==> src/rtl/univ_shift_reg_if.sv <==
// Purpose: groups the data/control signals of the universal shift register.
// Ports:   master drives en/mode/parallel_in/serial inputs and observes outputs;
//          slave (the register itself) is the reverse.
interface univ_shift_reg_if #(
    parameter int WIDTH = 8
);
    // Counter width: max(1, clog2(WIDTH)).
    localparam int CW = ($clog2(WIDTH) > 1) ? $clog2(WIDTH) : 1;

    logic             en;
    logic [1:0]       mode;
    logic [WIDTH-1:0] parallel_in;
    logic             serial_in_r;
    logic             serial_in_l;
    logic [WIDTH-1:0] parallel_out;
    logic             serial_out_r;
    logic             serial_out_l;
    logic [CW-1:0]    shift_cnt;
    logic             word_done;

    modport master (
        output en, mode, parallel_in, serial_in_r, serial_in_l,
        input  parallel_out, serial_out_r, serial_out_l, shift_cnt, word_done
    );

    modport slave (
        input  en, mode, parallel_in, serial_in_r, serial_in_l,
        output parallel_out, serial_out_r, serial_out_l, shift_cnt, word_done
    );
endinterface

==> src/rtl/univ_shift_reg.sv <==
// Purpose: universal shift register (hold / shift right / shift left / parallel load)
//          with a per-word shift counter that pulses word_done after every WIDTH shifts.
// Latency: one clk edge from inputs to q; serial/parallel outputs are wires from q.
// Backpressure: none; en=0 freezes q and shift_cnt and suppresses word_done.
// Ports:   clk, rst (synchronous active-high); bus (slave modport) carries en, mode,
//          parallel_in, serial_in_r/l, parallel_out, serial_out_r/l, shift_cnt, word_done.
module univ_shift_reg #(
    parameter int               WIDTH     = 8,
    parameter logic [WIDTH-1:0] RESET_VAL = '0
) (
    input  logic               clk,
    input  logic               rst,
    univ_shift_reg_if.slave    bus
);
    localparam int CW = ($clog2(WIDTH) > 1) ? $clog2(WIDTH) : 1;
    localparam logic [CW-1:0] LAST_CNT = CW'(WIDTH - 1);

    localparam logic [1:0] MODE_HOLD  = 2'b00;
    localparam logic [1:0] MODE_RIGHT = 2'b01;
    localparam logic [1:0] MODE_LEFT  = 2'b10;
    localparam logic [1:0] MODE_LOAD  = 2'b11;

    logic [WIDTH-1:0] q_q,    q_d;
    logic [CW-1:0]    cnt_q,  cnt_d;
    logic             done_q, done_d;

    always_comb begin
        q_d    = q_q;
        cnt_d  = cnt_q;
        done_d = 1'b0;
        if (bus.en) begin
            case (bus.mode)
                MODE_HOLD: begin
                    q_d = q_q;
                end
                MODE_RIGHT: begin
                    q_d = {bus.serial_in_r, q_q[WIDTH-1:1]};
                end
                MODE_LEFT: begin
                    q_d = {q_q[WIDTH-2:0], bus.serial_in_l};
                end
                MODE_LOAD: begin
                    q_d   = bus.parallel_in;
                    cnt_d = '0;
                end
                default: begin
                    q_d = q_q;
                end
            endcase
            // Both shift directions count toward the same word.
            if (bus.mode == MODE_RIGHT || bus.mode == MODE_LEFT) begin
                if (cnt_q == LAST_CNT) begin
                    cnt_d  = '0;
                    done_d = 1'b1;
                end else begin
                    cnt_d = cnt_q + 1'b1;
                end
            end
        end
    end

    always_ff @(posedge clk) begin
        if (rst) begin
            q_q    <= RESET_VAL;
            cnt_q  <= '0;
            done_q <= 1'b0;
        end else begin
            q_q    <= q_d;
            cnt_q  <= cnt_d;
            done_q <= done_d;
        end
    end

    assign bus.parallel_out = q_q;
    assign bus.serial_out_r = q_q[0];
    assign bus.serial_out_l = q_q[WIDTH-1];
    assign bus.shift_cnt    = cnt_q;
    assign bus.word_done    = done_q;
endmodule

==> src/flat_wrapper.sv <==
// flat-port wrapper written by rule: the top's interface ports become plain ports
module univ_shift_reg_flat 
#(
    parameter int               WIDTH     = 8,
    parameter logic [WIDTH-1:0] RESET_VAL = '0
)
  (clk, rst, bus_en, bus_mode, bus_parallel_in, bus_serial_in_r, bus_serial_in_l, bus_parallel_out, bus_serial_out_r, bus_serial_out_l, bus_shift_cnt, bus_word_done);
  univ_shift_reg_if #(.WIDTH(WIDTH)) bus_i ();
  input  logic clk;
  input  logic rst;
  input wire logic [$bits(bus_i.en)-1:0] bus_en;
  input wire logic [$bits(bus_i.mode)-1:0] bus_mode;
  input wire logic [$bits(bus_i.parallel_in)-1:0] bus_parallel_in;
  input wire logic [$bits(bus_i.serial_in_r)-1:0] bus_serial_in_r;
  input wire logic [$bits(bus_i.serial_in_l)-1:0] bus_serial_in_l;
  output wire logic [$bits(bus_i.parallel_out)-1:0] bus_parallel_out;
  output wire logic [$bits(bus_i.serial_out_r)-1:0] bus_serial_out_r;
  output wire logic [$bits(bus_i.serial_out_l)-1:0] bus_serial_out_l;
  output wire logic [$bits(bus_i.shift_cnt)-1:0] bus_shift_cnt;
  output wire logic [$bits(bus_i.word_done)-1:0] bus_word_done;
  assign bus_i.en = bus_en;
  assign bus_i.mode = bus_mode;
  assign bus_i.parallel_in = bus_parallel_in;
  assign bus_i.serial_in_r = bus_serial_in_r;
  assign bus_i.serial_in_l = bus_serial_in_l;
  assign bus_parallel_out = bus_i.parallel_out;
  assign bus_serial_out_r = bus_i.serial_out_r;
  assign bus_serial_out_l = bus_i.serial_out_l;
  assign bus_shift_cnt = bus_i.shift_cnt;
  assign bus_word_done = bus_i.word_done;
  univ_shift_reg #(.WIDTH(WIDTH), .RESET_VAL(RESET_VAL)) u_core (.clk(clk), .rst(rst), .bus(bus_i));
endmodule
==> config.mk <==
export PLATFORM = sky130hd
export DESIGN_NAME = univ_shift_reg_flat
export DESIGN_NICKNAME = d
export VERILOG_FILES = /design/src/rtl/univ_shift_reg_if.sv /design/src/rtl/univ_shift_reg.sv /design/src/flat_wrapper.sv
export SDC_FILE = /design/constraint.sdc
export NUM_CORES = 1
export LEC_CHECK = 0
export BUFFER_PORTS_ARGS = -buffer_cell sky130_fd_sc_hd__buf_2
export CAP_MARGIN = 20
export CORE_UTILIZATION = 49
export CTS_CLUSTER_SIZE = 24
export DETAILED_ROUTE_END_ITERATION = 10
export PLACE_DENSITY = 0.78
export REMOVE_ABC_BUFFERS = 1
export SLEW_MARGIN = 40
export SYNTH_ARGS = -nofsm -noshare
export SYNTH_HDL_FRONTEND = slang
export SYNTH_SLANG_ARGS = --single-unit
export TNS_END_PERCENT = 20
==> constraint.sdc <==
create_clock -name clk -period 2.4 [get_ports clk]
set_input_delay 0.12 -clock clk [delete_from_list [all_inputs] [get_ports clk]]
set_output_delay 0.12 -clock clk [all_outputs]
set_load 0.005 [all_outputs]
==> results.md <==
* Outcome: complete, no violations
* Clock slew at reported path FFs at 0.07 ns
* Final clock skew at 0.00942 ns
* Final #Nets at 117
* Cell Rows at 13
* GRT overflow at 0
* Avg Vias per Cell at 5.67
* Antenna violations before repair at 0
* CTS Buf Count at 3
* Share of the core filled with cells at 0.643
* N_diodes at 0
* Routed len/inst at 12.9 µm
* Register Area at 240 µm²
* DRT antenna net count at 0
* # hold bufs at CTS at 0
* GR Util All Layers at 0.223
* RSZ-0062 raised after global routing: false
* Pwr/cell area at 571 mW/mm²
* Largest net degree at the start of global routing at 19
* Critical Path AT at 1.66 ns
* Iter 0 DRT Violations at 14
* Hold depth at 3
* Top-level port count at 29
* Layout cell share with drive strength beyond 1 at 0.458
* FF-to-FF path depth at 4
* LEAKAGE at 0.383 nW
* Syn_area_per_cell at 9.75 µm²
* Post-cts resize count at 0
* Area of the multi-input gates at 394 µm²
* # H-tree levels at 1
* Max Fclk at 0.689 GHz
* # fillers at 133
* Final Slew Violations at 0
* Crit Path Max Fanout at 4
* Worst vdd ir at 313 µV
* Reg-to-reg startpoint: u_core.bus.shift_cnt[0]
* Core region area at 0.00130 mm²
* Flop2flop setup slack at 0.95 ns
* Die Y at 39.6 µm
* Post-Layout Cell Count at 111
* First-pass GRT wire length at 2.30 mm
* Worst-margin pin slew at 0.659 ns
* CTS max path bufs at 2
* Initial Util at 0.532
* Max cap viols at 0
* Sequential area share after synthesis at 0.347
* Fin. Hold Viols at 0
* TritonCTS clock tree: done
* RR Endpoint: u_core.bus.shift_cnt[0]
* Synthesis-to-finish area growth at 21.0%
* Final period util at 0.604
* Fin Setup TNS at 0 ns
* Critical path destination: u_core.bus.shift_cnt[0]
* Synthesized flop and latch total at 12
* Cell count after synthesis at 71
* Area leader, netlist: dfxtp_1
* Drt pass-1 iters at 4
* Slew Limit Headroom at 0.560
* Cell variety after synth at 21
* Root Buffer: clkbuf_4
* Total Wirelength at 1.44 mm
* Post-DP HPWL at 1.05 mm
* Share of the synthesized area in the top cell type at 0.347
* HP Class: in2reg
* # setup viols final at 0
* Data required, critical path at 2.60 ns
* Placed insts at 107
* Synth warn at 0
* # DRC at 0
* Number of port buffers at 28
* Post-route minimum period at 1.45 ns
* Synthesized area at 692 µm²
* Die area at 0.00157 mm²
* GP Congestion at 0.683
* CP startpoint kind: flop
* Worst Setup SP: u_core.bus.shift_cnt[0]
* Critical path class: reg2reg
* CTS sink cnt at 12
* Post-CTS Setup Bufs at 0
* Die Width at 39.6 µm
* Crit end category: flop
* Worst-Skew Late Latency at 0.27 ns
* Vias at 629
* Vias in the first global route at 530
* Largest cells by area after synthesis: dfxtp_1, a311oi_2, ha_1
-- metal layers --
metal / track usage / part of all wire / routed length, µm / up-vias
li1: - / - / - / 312
met1: 0.261 / 0.43 / 611 / 290
met2: 0.389 / 0.51 / 734 / 25
met3: 0.0341 / 0.060 / 86 / 2
met4: 0.103 / 0.0028 / 4 / 0
met5: 0 / 0 / 0 / -
-- worst min-delay path by stage --
stage               slack, ns                         end            start
floorplan                0.18     u_core.bus.shift_cnt[0]              rst
global placement         0.42  u_core.bus.parallel_out[7]  bus_serial_in_r
detailed placement       0.43  u_core.bus.parallel_out[7]  bus_serial_in_r
CTS                      0.13  u_core.bus.parallel_out[7]  bus_serial_in_r
global route             0.14  u_core.bus.parallel_out[7]  bus_serial_in_r
finish                   0.14  u_core.bus.parallel_out[7]  bus_serial_in_r
-- stage by stage --
step / setup slack, ns / cell area (µm²) / hold slack [ns] / power (mW)
2_1_floorplan: 1.03 / 642 / 0.182 / 0.280
3_3_place_gp: 0.884 / 801 / 0.424 / 0.317
3_5_place_dp: 0.846 / 801 / 0.425 / 0.320
4_1_cts: 0.931 / 837 / 0.131 / 0.482
5_1_grt: 0.874 / 837 / 0.136 / 0.503
6_report: 0.949 / 837 / 0.139 / 0.478
-- final cells by class --
cell class / instances / area share
multi-input cells: 50 / 0.471
well taps: 15 / 0.0224
repair buffers: 28 / 0.167
clock buffers: 4 / 0.0433
inverters: 2 / 0.00897
flip-flops and latches: 12 / 0.287
-- cells in the mapped netlist, drive strengths merged --
cell type,count
clkbuf,1
nand3,2
a21oi,3
a311oi,8
buf,6
and2b,1
nand2,11
nand2b,1
and4b,1
or4b,1
inv,2
dfxtp,12
a22oi,8
nor2,9
ha,5
-- placed cells by master (no fill, tap or decap) --
master and instances:
inv_1 2, nand2_1 11, a21oi_2 1, nand3_1 2
a311oi_2 7, nor2_4 1, ha_1 5, nand2b_4 1
a311oi_1 1, nor2_1 8, a21oi_1 2, or4b_4 1
and2b_1 1, buf_2 28, clkbuf_8 1, clkbuf_4 3
dfxtp_1 12, and4b_2 1, a22oi_1 8
-- cell families after synthesis --
logic type / count (synthesis) / synth area share
compound gates: 19 / 0.278
buf+inv: 9 / 0.0832
flops: 12 / 0.347
fa+ha+maj: 5 / 0.0904
simple gates: 26 / 0.201
-- flip-flops by register name, summed over array words and instances, names as in the netlist --
name and flops:
u_core.bus.parallel_out 8, u_core.bus.shift_cnt 3, u_core.bus.word_done 1
-- where the power goes --
| group | total [mW] | internal (mW) | switching, mW | leakage (nW) |
|---|---|---|---|---|
| clock network | 0.162 | 0.0922 | 0.0700 | 0.0210 |
| logic | 0.0929 | 0.0436 | 0.0493 | 0.264 |
| registers | 0.223 | 0.211 | 0.0117 | 0.0985 |
-- worst max-delay path, cell delays in order, from the launching register on --
cell,delay [ns]
dfxtp_1,0.34
ha_1,0.21
ha_1,0.20
or4b_4,0.51
a21oi_2,0.13
Power figures use the tool's default switching activity.
